--- config.mk ---
export PLATFORM = sky130hd
export DESIGN_NAME = uart_rx_fsm
export DESIGN_NICKNAME = d
export VERILOG_FILES = /design/src/rtl/uart_rx_pkg.sv /design/src/rtl/edge_bit_counter.sv /design/src/rtl/uart_rx_fsm.sv
export SDC_FILE = /design/constraint.sdc
export NUM_CORES = 1
export LEC_CHECK = 0
export ABC_AREA = 1
export BUFFER_PORTS_ARGS = -buffer_cell sky130_fd_sc_hd__buf_4
export CORE_ASPECT_RATIO = 1.4
export CORE_UTILIZATION = 51
export DETAILED_ROUTE_END_ITERATION = 7
export GPL_TIMING_DRIVEN = 0
export PLACE_DENSITY = 0.89
export SETUP_SLACK_MARGIN = 0.1
export SLEW_MARGIN = 20
export SYNTH_ARGS = -nofsm -noshare
export SYNTH_HDL_FRONTEND = slang
export SYNTH_HIERARCHICAL = 1
export SYNTH_SLANG_ARGS = --single-unit
--- constraint.sdc ---
create_clock -name clk -period 2.6 [get_ports clk]
set_clock_uncertainty 0.1 [all_clocks]
set_input_delay 0.26 -clock clk [delete_from_list [all_inputs] [get_ports clk]]
set_output_delay 0.26 -clock clk [all_outputs]
set_load 0.01 [all_outputs]
--- src/rtl/uart_rx_pkg.sv ---
// -----------------------------------------------------------------------------
// uart_rx_pkg
// Shared definitions for the UART receiver control stage: default widths,
// the supported oversampling ratios, and the FSM state encoding.
// -----------------------------------------------------------------------------
package uart_rx_pkg;

  // Default geometry of a frame and of the counters.
  localparam int DATA_WIDTH_DEF     = 8;
  localparam int PRESCALE_WIDTH_DEF = 6;
  localparam int BIT_CNT_WIDTH_DEF  = 4;

  // Oversampling ratios the receiver is designed for.
  localparam int PRESCALE_8  = 8;
  localparam int PRESCALE_16 = 16;
  localparam int PRESCALE_32 = 32;

  // Binary-encoded receiver states.
  typedef enum logic [2:0] {
    IDLE   = 3'd0,
    START  = 3'd1,
    DATA   = 3'd2,
    PARITY = 3'd3,
    STOP   = 3'd4
  } state_e;

endpackage : uart_rx_pkg

--- src/rtl/edge_bit_counter.sv ---
// -----------------------------------------------------------------------------
// edge_bit_counter
// Counts oversampling clocks within a bit (edge_cnt) and bit positions within
// a frame (bit_cnt). Both counters are held at zero while enable is low.
//
// Ports:
//   clk       in   receiver clock
//   reset_n   in   asynchronous active-low reset
//   enable    in   1 = frame in progress, counters run
//   Prescale  in   oversampling ratio
//   edge_cnt  out  clock index within the current bit
//   bit_cnt   out  frame position
//   bit_end   out  last clock of the current bit
// -----------------------------------------------------------------------------
module edge_bit_counter
  import uart_rx_pkg::*;
#(
  parameter int Prescale_width = PRESCALE_WIDTH_DEF,
  parameter int Bit_cnt_width  = BIT_CNT_WIDTH_DEF
) (
  input  logic                      clk,
  input  logic                      reset_n,
  input  logic                      enable,
  input  logic [Prescale_width-1:0] Prescale,
  output logic [Prescale_width-1:0] edge_cnt,
  output logic [Bit_cnt_width-1:0]  bit_cnt,
  output logic                      bit_end
);

  localparam logic [Prescale_width-1:0] EDGE_ONE = Prescale_width'(1);
  localparam logic [Bit_cnt_width-1:0]  BIT_ONE  = Bit_cnt_width'(1);

  logic [Prescale_width-1:0] r_edge_cnt;
  logic [Bit_cnt_width-1:0]  r_bit_cnt;
  logic                      w_bit_end;

  // ">=" rather than "==" so a Prescale that shrinks mid-frame still
  // terminates the bit instead of letting edge_cnt run around.
  assign w_bit_end = (r_edge_cnt >= (Prescale - EDGE_ONE));

  // NOTE: sequential state uses non-blocking assignments so every register
  // samples pre-edge values, independent of statement order.
  always_ff @(posedge clk or negedge reset_n) begin
    if (!reset_n) begin
      r_edge_cnt <= '0;
      r_bit_cnt  <= '0;
    end else if (!enable) begin
      r_edge_cnt <= '0;
      r_bit_cnt  <= '0;
    end else if (w_bit_end) begin
      r_edge_cnt <= '0;
      r_bit_cnt  <= r_bit_cnt + BIT_ONE;
    end else begin
      r_edge_cnt <= r_edge_cnt + EDGE_ONE;
    end
  end

  assign edge_cnt = r_edge_cnt;
  assign bit_cnt  = r_bit_cnt;
  assign bit_end  = w_bit_end;

endmodule : edge_bit_counter

--- src/rtl/uart_rx_fsm.sv ---
// -----------------------------------------------------------------------------
// uart_rx_fsm
// Control stage of the UART receiver. Walks START, DATA, optional PARITY and
// STOP against the oversampling clock, enables the sampler/checkers/
// deserializer, and pulses data_valid for one clock after a clean frame.
//
// Ports:
//   clk          in   receiver clock (Prescale x baud)
//   reset_n      in   asynchronous active-low reset
//   RX_IN        in   serial line, idle high
//   PAR_EN       in   1 = frame carries a parity bit
//   Prescale     in   oversampling ratio (8, 16 or 32)
//   strt_glitch  in   start checker: start bit sampled high
//   par_err      in   parity checker error
//   stp_err      in   stop checker error
//   edge_cnt     out  clock index within the current bit
//   bit_cnt      out  frame position (0 = start, 1..DATA_WIDTH = data, ...)
//   dat_samp_en  out  data sampler enable
//   strt_chk_en  out  start checker enable
//   par_chk_en   out  parity checker enable
//   stp_chk_en   out  stop checker enable
//   deser_en     out  deserializer shift strobe
//   data_valid   out  one-cycle frame-good pulse
// -----------------------------------------------------------------------------
module uart_rx_fsm
  import uart_rx_pkg::*;
#(
  parameter int Prescale_width = PRESCALE_WIDTH_DEF,
  parameter int DATA_WIDTH     = DATA_WIDTH_DEF,
  parameter int Bit_cnt_width  = BIT_CNT_WIDTH_DEF
) (
  input  logic                      clk,
  input  logic                      reset_n,
  input  logic                      RX_IN,
  input  logic                      PAR_EN,
  input  logic [Prescale_width-1:0] Prescale,
  input  logic                      strt_glitch,
  input  logic                      par_err,
  input  logic                      stp_err,
  output logic [Prescale_width-1:0] edge_cnt,
  output logic [Bit_cnt_width-1:0]  bit_cnt,
  output logic                      dat_samp_en,
  output logic                      strt_chk_en,
  output logic                      par_chk_en,
  output logic                      stp_chk_en,
  output logic                      deser_en,
  output logic                      data_valid
);

  localparam logic [Bit_cnt_width-1:0] LAST_DATA_BIT = Bit_cnt_width'(DATA_WIDTH);

  state_e r_state;
  state_e w_next_state;
  logic   r_data_valid;
  logic   w_data_valid_next;
  logic   w_bit_end;
  logic   w_cnt_enable;

  assign w_cnt_enable = (r_state != IDLE);

  edge_bit_counter #(
    .Prescale_width (Prescale_width),
    .Bit_cnt_width  (Bit_cnt_width)
  ) u_edge_bit_counter (
    .clk      (clk),
    .reset_n  (reset_n),
    .enable   (w_cnt_enable),
    .Prescale (Prescale),
    .edge_cnt (edge_cnt),
    .bit_cnt  (bit_cnt),
    .bit_end  (w_bit_end)
  );

  always_ff @(posedge clk or negedge reset_n) begin
    if (!reset_n) begin
      r_state      <= IDLE;
      r_data_valid <= 1'b0;
    end else begin
      r_state      <= w_next_state;
      r_data_valid <= w_data_valid_next;
    end
  end

  // Error flags are only looked at on bit_end; the checkers have settled
  // their registered results by then.
  always_comb begin
    // NOTE: every signal gets a default before the case so no path leaves
    // it unassigned, which would otherwise infer a latch.
    w_next_state      = r_state;
    w_data_valid_next = 1'b0;
    strt_chk_en       = 1'b0;
    par_chk_en        = 1'b0;
    stp_chk_en        = 1'b0;
    deser_en          = 1'b0;
    dat_samp_en       = (r_state != IDLE);

    case (r_state)
      IDLE: begin
        if (!RX_IN) w_next_state = START;
      end
      START: begin
        strt_chk_en = 1'b1;
        if (w_bit_end) w_next_state = strt_glitch ? IDLE : DATA;
      end
      DATA: begin
        // One shift strobe per data bit, on its last clock.
        deser_en = w_bit_end;
        if (w_bit_end && (bit_cnt == LAST_DATA_BIT))
          w_next_state = PAR_EN ? PARITY : STOP;
      end
      PARITY: begin
        par_chk_en = 1'b1;
        if (w_bit_end) w_next_state = par_err ? IDLE : STOP;
      end
      STOP: begin
        stp_chk_en = 1'b1;
        if (w_bit_end) begin
          w_next_state      = IDLE;
          w_data_valid_next = !stp_err;
        end
      end
      default: w_next_state = IDLE;
    endcase
  end

  assign data_valid = r_data_valid;

endmodule : uart_rx_fsm

# Word level (Yosys, flattened, before mapping)
# Index checks and enable logic that the tools add are counted.
totals:
  input_bits: 13
  wordCells: 43
  reg_bits: 14
classes:
  mux: 19
  n_addsub: 3
  reduce_logical: 5
  eq_ne: 11
  magnitude_cmp: 1
ops:
  columns: ["operator", "n"]
  rows:
  - ["two-way mux 3 bit", 7]
  - ["case mux 3 bit (5 select lines)", 1]
  - ["two-way mux 6 bit", 2]
  - ["!= test 2 bit, second input constant", 6]
  - ["two-way mux 4 bit", 2]
  - ["adder 6 x 1 -> 6 bit, second input constant", 1]
  - ["== test 3 x 2 -> 1 bit, second input constant", 2]
  - ["greater-or-equal comparator 6 bit", 1]
  - ["two-way mux 1 bit", 6]
  - ["subtractor 6 x 1 -> 6 bit, second input constant", 1]
  - ["AND reduction 5 bit", 1]
  - ["adder 4 x 1 -> 4 bit, second input constant", 1]
  - ["== test 4 bit, second input constant", 1]
  - ["== test 3 x 1 -> 1 bit, second input constant", 1]
  - ["== test 3 bit, second input constant", 1]
  - ["zero test 3 bit", 1]
  - ["nonzero test 3 bit", 1]
  - ["two-way mux 2 bit", 1]
  - ["logical AND 1 bit", 1]
  - ["zero test 1 bit", 1]

# Longest topological paths before layout
# Gate-level depths: netlist of run 1.
logic_depth:
  word_depth: 5
  mapped_depth: 15

# Hierarchy
# The synthesis of run 1 kept the hierarchy.
by_module_without_submodules:
  columns: ["mod", "area_each_um2", "cells_per_inst", "seq_area_each_um2", "n_inst"]
  rows:
  - ["edge_bit_counter", 752.0, 93, 250.2, 1]
  - ["uart_rx_fsm", 286.5, 46, 100.1, 1]

# Worst setup path before layout of run 1
# OpenSTA, ideal clock, no wires.
synth_timing:
  kind: "in2out"
  start: "input port Prescale[0]"
  end: "output port deser_en"
  n_path_buf: 0
  t_arrival_ns: 1.689
  path_stages: 12
  slack_ns: 0.551
  cell_sequence: "inv_1 > ha_1 > nand3_1 > xor2_1 > inv_1 > ha_1 > nand2_2 > nor2_1 > nand2_2 > nand2_4 > inv_1 > nor2_1"
synth_between:
  elab_chain_len: 3
synth_lines:
  columns: ["element", "line", "text"]
  rows:
  - ["from (decl)", "uart_rx_fsm.sv:36", "input logic [Prescale_width-1:0] Prescale,"]
  - ["subtractor 6 x 1 -> 6 bit", "edge_bit_counter.sv:39", "assign w_bit_end = (r_edge_cnt >= (Prescale - EDGE_ONE));"]
  - ["greater-or-equal comparator 6 bit", "edge_bit_counter.sv:39", null]
  - ["named net w_bit_end", "uart_rx_fsm.sv:56", "logic w_bit_end;"]
  - ["two-way mux 1 bit", "uart_rx_fsm.sv:97", "case (r_state)"]
  - ["to (decl)", "uart_rx_fsm.sv:46", "output logic deser_en,"]
# The timed path passes the listed nets, and every way through them passes these cells.

# Worst setup path after layout of run 1
# Ends and elaborated chain as after synthesis.

==> results of run 1 <==
[repair_timing]
action,CTS,global route
hold buffers,1,0
endpoints found under the setup margin,0,1
buffers inserted,0,1
endpoints found under the hold margin,14,0
[where the power goes]
group | total (W) | leakage, nW | switching, W | internal [W]
clock network | 0.000113 | 0.0138 | 0.0000593 | 0.0000534
logic | 0.000558 | 0.551 | 0.000327 | 0.000231
registers | 0.000332 | 0.188 | 0.0000626 | 0.000269
total | 0.00100 | 0.753 | 0.000449 | 0.000553
[layer usage]
metal	wire length (um)	up-vias	share of wire, %	GRT usage, %
met4	20	0	0.92	5.91
met3	114	4	5.2	2.81
met2	1230	40	56	39.6
met5	0	-	0	0
li1	-	506	-	-
met1	810	461	37	21.4
[worst reg2reg max path, delay by kind of cell (launching register included)]
family,cells,cell delay [ns]
AND/OR/NAND/NOR,10,0.79
flip-flops,1,0.41
buffers and inverters,2,0.11
adder cells (fa/ha/maj),1,0.28
[through the flow]
stage / cells / hold WS (ns)
floorplan: 139 / -0.136
global placement: 187 / 0.0162
detailed placement: 187 / 0.0198
CTS: 191 / 0.0376
global route: 192 / 0.0280
finish: 192 / 0.0433
[kinds of logic (layout without fill, tap and decap cells)]
logic type | count (synthesis) | in the layout | share of synthesized area, %
buffers and inverters | 28 | 61 | 10.2
AND/OR/NAND/NOR | 75 | 75 | 34.7
AO/OA/AOI/OAI | 5 | 5 | 3.74
XOR/XNOR | 8 | 8 | 6.75
flip-flops | 14 | 14 | 33.7
adder cells (fa/ha/maj) | 9 | 9 | 10.8
[path summary, 6_finish.rpt]
| check | to | start |
|---|---|---|
| hold / removal | data_valid$_DFF_PN0_ | stp_err |
| setup / recovery | deser_en | Prescale[0] |
| max in group asynchronous | u_edge_bit_counter/edge_cnt[3]$_DFF_PN0_ | reset_n |
| min in group asynchronous | u_edge_bit_counter/bit_cnt[1]$_DFFE_PN0P_ | reset_n |
| setup reg to reg | r_state[1]$_DFFE_PN0P_ | u_edge_bit_counter/edge_cnt[0]$_DFF_PN0_ |
| hold reg to reg | u_edge_bit_counter/edge_cnt[0]$_DFF_PN0_ | u_edge_bit_counter/edge_cnt[0]$_DFF_PN0_ |
[cell type report]
| cell class | instances | area, sq um |
|---|---|---|
| Multi-Input combinational cell | 97 | 582 |
| Timing Repair Buffer | 30 | 228 |
| Sequential cell | 14 | 350 |
| Inverter | 27 | 101 |
| Buffer | 1 | 5.00 |
| Tap cell | 20 | 25.0 |
| Clock buffer | 3 | 22.5 |
| Fill cell | 139 | 533 |
[flip-flops by register name, indices dropped and copies added (netlist names)]
register and cells:
u_edge_bit_counter/bit_cnt 4, u_edge_bit_counter/edge_cnt 6, r_state 3, data_valid 1
[synth_stat cells]
master / n / area [sq um]
nand3_4: 1 / 17.5
nand3_1: 14 / 70.1
inv_1: 24 / 90.1
xor2_1: 5 / 43.8
nand2_1: 33 / 124
a21oi_4: 1 / 16.3
inv_2: 3 / 11.3
dfrtp_1: 14 / 350
nor3_1: 1 / 5.00
nand4_1: 7 / 43.8
nor2_1: 11 / 41.3
nor2_2: 3 / 18.8
nand2_4: 1 / 11.3
xnor2_1: 3 / 26.3
ha_1: 9 / 113
nand3_2: 1 / 10.0
o21bai_1: 1 / 7.51
nand2_2: 3 / 18.8
buf_2: 1 / 5.00
o21ai_0: 3 / 15.0
==> results.cfg, run 1 <==
[run_status]
status = completed

[timing]
finalSetupTns_ns = 0
fmax_mhz = 424
setup_viol = 0
hold_viol_final = 0
finalCritPeriodShare_pct = 90.7
relSlewSlack_pct = 85.0
worstMarginPinSlew_ns = 0.224
rsz0062_at_grt = no
finalWorstSetupSlack_ns = 0.242
post-route-min-period_ns = 2.36
slew_violations = 0

[route]
ant_nets = 0
wire_per_inst_um = 11.3
drt_iter0_drc = 35
viasPerCell = 5.27
drc = 0
drt_first_pass_iters = 4
wirelength_um = 2170
vias = 1011

[placement]
dp_hpwl_um = 1750
place_area_sq_mm = 0.00127
pre_cts_ws_ns = 0.184
place.gp.congestion = 0.845
numPortBuffers = 28

[worst_setup_path]
reg2reg_depth = 13
cpPeakStageDelay_ns = 0.28
cp.depth = 14
crit_family = simple AND/OR/NAND/NOR gates
start_kind = input port
crit_chain = buf_4 -> inv_1 -> ha_1 -> nand3_1 -> xor2_1 -> inv_1 -> ha_1 -> nand2_2 -> nor2_1 -> nand2_2 -> nand2_4 -> inv_1 -> nor2_1 -> buf_4
crit_top_cell = inv_1
reg2reg_slack_ns = 0.81
endpoint_kind = primary output
critPathMaxFanout = 6
cpMaxStageDelayCell = ha_1
cp_num_buf_inv = 5
critPathRequiredTime_ns = 2.24
worstSetupPathType = in2out
arrival_ns = 2.00

[clock_network]
numCtsBuffers = 3
cts_root_buf = clkbuf_4
cts_tree = yes
cts_buffer_depth = 2
htree_levels = 1
clock_latency_ns = 0.26
ctsResizeCount = 0
cts.sinks = 14
cts.clk_slew.worst_paths_ns = 0.07

[synth]
synthCells = 139
synth.avg_cell_area_sq_um = 7.47
yosysWarnings = 6
synth_seq_cells = 14
seq_area_frac_synth_pct = 33.7
synth_cell_types = 20
mappedNetlistArea_sq_mm = 0.00104
synthesis.nets = 161

[layout]
final_common_cell = nand2_1
final_core_util_pct = 71.1
diodes = 0
stdcell_area_sq_mm = 0.00131
area_delta_synth_final_pct = 26.5
nets = 196
drive_gt1_share_pct = 26.7
layout_common_cells = nand2_1 (33), buf_4 (29), inv_1 (24), nand3_1 (14), dfrtp_1 (14)

[floorplanning]
die_x_um = 40.1
core_area_sq_mm = 0.00185
die_area_sq_mm = 0.00222
boundaryPins = 29
start_util_pct = 56.2
die_h_um = 55.4
fp-row-count = 18

[global_routing]
gr-total-overflow = 0
grt_max_degree = 15
antenna_found_initial = 0
grt_pass1_vias = 972
grt_pass1_wl_um = 3460
grt_usage_pct = 21.0

[pwr]
power.density_mw_per_mm2 = 763
finalPower_w = 0.00100
peakVddDrop_mv = 0.738
p_leak_nw = 0.753

[job]
cap_violations = 0

[min_path]
hp-class = in2reg
hold_depth = 2
Note: power is estimated with default switching activity, not from simulation.
==> inputs of run 2 (changes only) <==
CORE_ASPECT_RATIO = unset   (was 1.4)
PLACE_DENSITY = unset   (was 0.89)
PLACE_DENSITY_LB_ADDON = 0.3   (was unset)
==> run 2 against run 1 <==
  * Maximum frequency increased by 0.64%
  * Power increased by 4.6%
  * Worst hold slack improved by 0.15 ns
  * Clock power increased by 42%
  * Global-route usage increased by 2.0 points
  * Sequential cell count unchanged
  * Register-to-register slack about the same
  * Critical path type unchanged
==> results.cfg, run 2 (synthesized netlist as in run 1, its figures left out) <==
[run_status]
status = completed

[pwr]
p_leak_nw = 0.773
peakVddDrop_mv = 0.505
power.density_mw_per_mm2 = 770

[worst_setup_path]
worstSetupPathType = in2out
endpoint_kind = primary output
start_kind = input port
arrival_ns = 1.98
critPathRequiredTime_ns = 2.24
critPathMaxFanout = 6
regToRegStartpoint = u_edge_bit_counter/edge_cnt[3]$_DFF_PN0_
startpoint = Prescale[0]

[layout]
area_delta_synth_final_pct = 31.1
diodes = 0
final_common_cell = nand2_1
drive_gt1_share_pct = 29.0
largest_reg_flops = 6
layout_common_cells = nand2_1 (33), buf_4 (31), inv_1 (23), nand3_1 (14), dfrtp_1 (14)
nets = 199

[floorplanning]
die_h_um = 47.1
die_area_sq_mm = 0.00222
boundaryPins = 29
start_util_pct = 57.0
core_area_sq_mm = 0.00182
die_x_um = 47.1
fp-row-count = 15

[timing]
post-route-min-period_ns = 2.34
rsz0062_at_grt = no
worstMarginPinSlew_ns = 0.248
fmax_mhz = 427
relSlewSlack_pct = 83.5
finalSetupTns_ns = 0
slew_violations = 0
hold_viol_final = 0
finalCritPeriodShare_pct = 90.1
finalWorstSetupSlack_ns = 0.256
holdWs_ns = 0.196
setup_viol = 0

[route]
drt_iter0_drc = 29
wirelength_um = 2310
wire_per_inst_um = 11.5
ant_nets = 0
viasPerCell = 5.18
drc = 0
vias = 1042
drt_first_pass_iters = 4

[global_routing]
grt_pass1_vias = 876
grt_pass1_wl_um = 3470
gr-total-overflow = 0
grt_max_degree = 15
grt_usage_pct = 22.9
antenna_found_initial = 0

[placement]
dp_hpwl_um = 1770
numPortBuffers = 28
pre_cts_ws_ns = 0.201
place.gp.congestion = 0.874

[clock_network]
cts.sinks = 14
clock_latency_ns = 0.29
cts_root_buf = clkbuf_4
cts_tree = yes
cts_buffer_depth = 2
cts.clk_slew.worst_paths_ns = 0.08
htree_levels = 1
numCtsBuffers = 3

[min_path]
hp-class = in2reg
min-delay-start = strt_glitch

[job]
cap_violations = 0
[run 2: cell count changes in the layout (fill, tap and decap cells not counted)]
cell	previous run	this run
clkbuf_8	0	1
nor2_2	3	4
nor2_1	11	10
buf_4	29	31
inv_2	3	4
inv_1	24	23
dlygate4sd3_1	1	2
[run 2: path summary, 6_finish.rpt]
check	slack, ns	to	cells past startpoint
worst max-delay path	0.26	deser_en	14
worst min-delay path	0.20	r_state[1]$_DFFE_PN0P_	4
worst max register to register	0.81	r_state[0]$_DFFE_PN0P_	9
worst min register to register	0.42	u_edge_bit_counter/edge_cnt[0]$_DFF_PN0_	1
max in group asynchronous	1.99	u_edge_bit_counter/edge_cnt[2]$_DFF_PN0_	2
min in group asynchronous	0.25	u_edge_bit_counter/edge_cnt[5]$_DFF_PN0_	2
[run 2: worst max-delay path: stages]
cell	delay (ns)
buf_4	0.12
inv_1	0.08
ha_1	0.20
nand3_1	0.11
xor2_1	0.14
inv_1	0.06
ha_1	0.28
nand2_2	0.08
inv_2	0.04
a21oi_4	0.23
nand2_4	0.11
inv_2	0.10
nor2_1	0.05
buf_4	0.14
[run 2: repair_timing]
item	in CTS	in global routing
hold buffers	2	0
endpoints found under the setup margin	0	1
buffers inserted	0	3
endpoints found under the hold margin	15	0
gates resized for setup	0	2
[run 2: layer usage]
metal | wire (um) | global-route usage [%] | up-vias
li1 | - | - | 513
met1 | 990 | 24.8 | 491
met2 | 1150 | 40.6 | 30
met3 | 104 | 7.31 | 8
met4 | 57 | 10.9 | 0
met5 | 0 | 0 | -
[run 2: through the flow]
stage	cells	total power (W)	instance area (sq um)	util, %
after floorplan	139	0.000694	1040	-
after global placement	192	0.000859	1280	70.3
after detailed placement	192	0.000879	1280	70.3
after CTS	198	0.00105	1340	73.4
after global routing	201	0.00114	1360	74.8
final	201	0.00105	1360	74.8
[run 2: final cells by class]
| class | instances | area, sq um |
|---|---|---|
| plain buffers | 1 | 5.00 |
| fillers | 143 | 459 |
| flip-flops and latches | 14 | 350 |
| clock buffers | 4 | 36.3 |
| inverters | 27 | 101 |
| well taps | 25 | 31.3 |
| multi-input cells | 97 | 584 |
| repair buffers | 33 | 253 |
[run 2: power by group]
| part | switching [W] | total (W) | internal [W] |
|---|---|---|---|
| clock | 0.0000751 | 0.000160 | 0.0000854 |
| sequential | 0.0000629 | 0.000332 | 0.000269 |
| combinational | 0.000323 | 0.000556 | 0.000232 |
| total | 0.000461 | 0.00105 | 0.000587 |
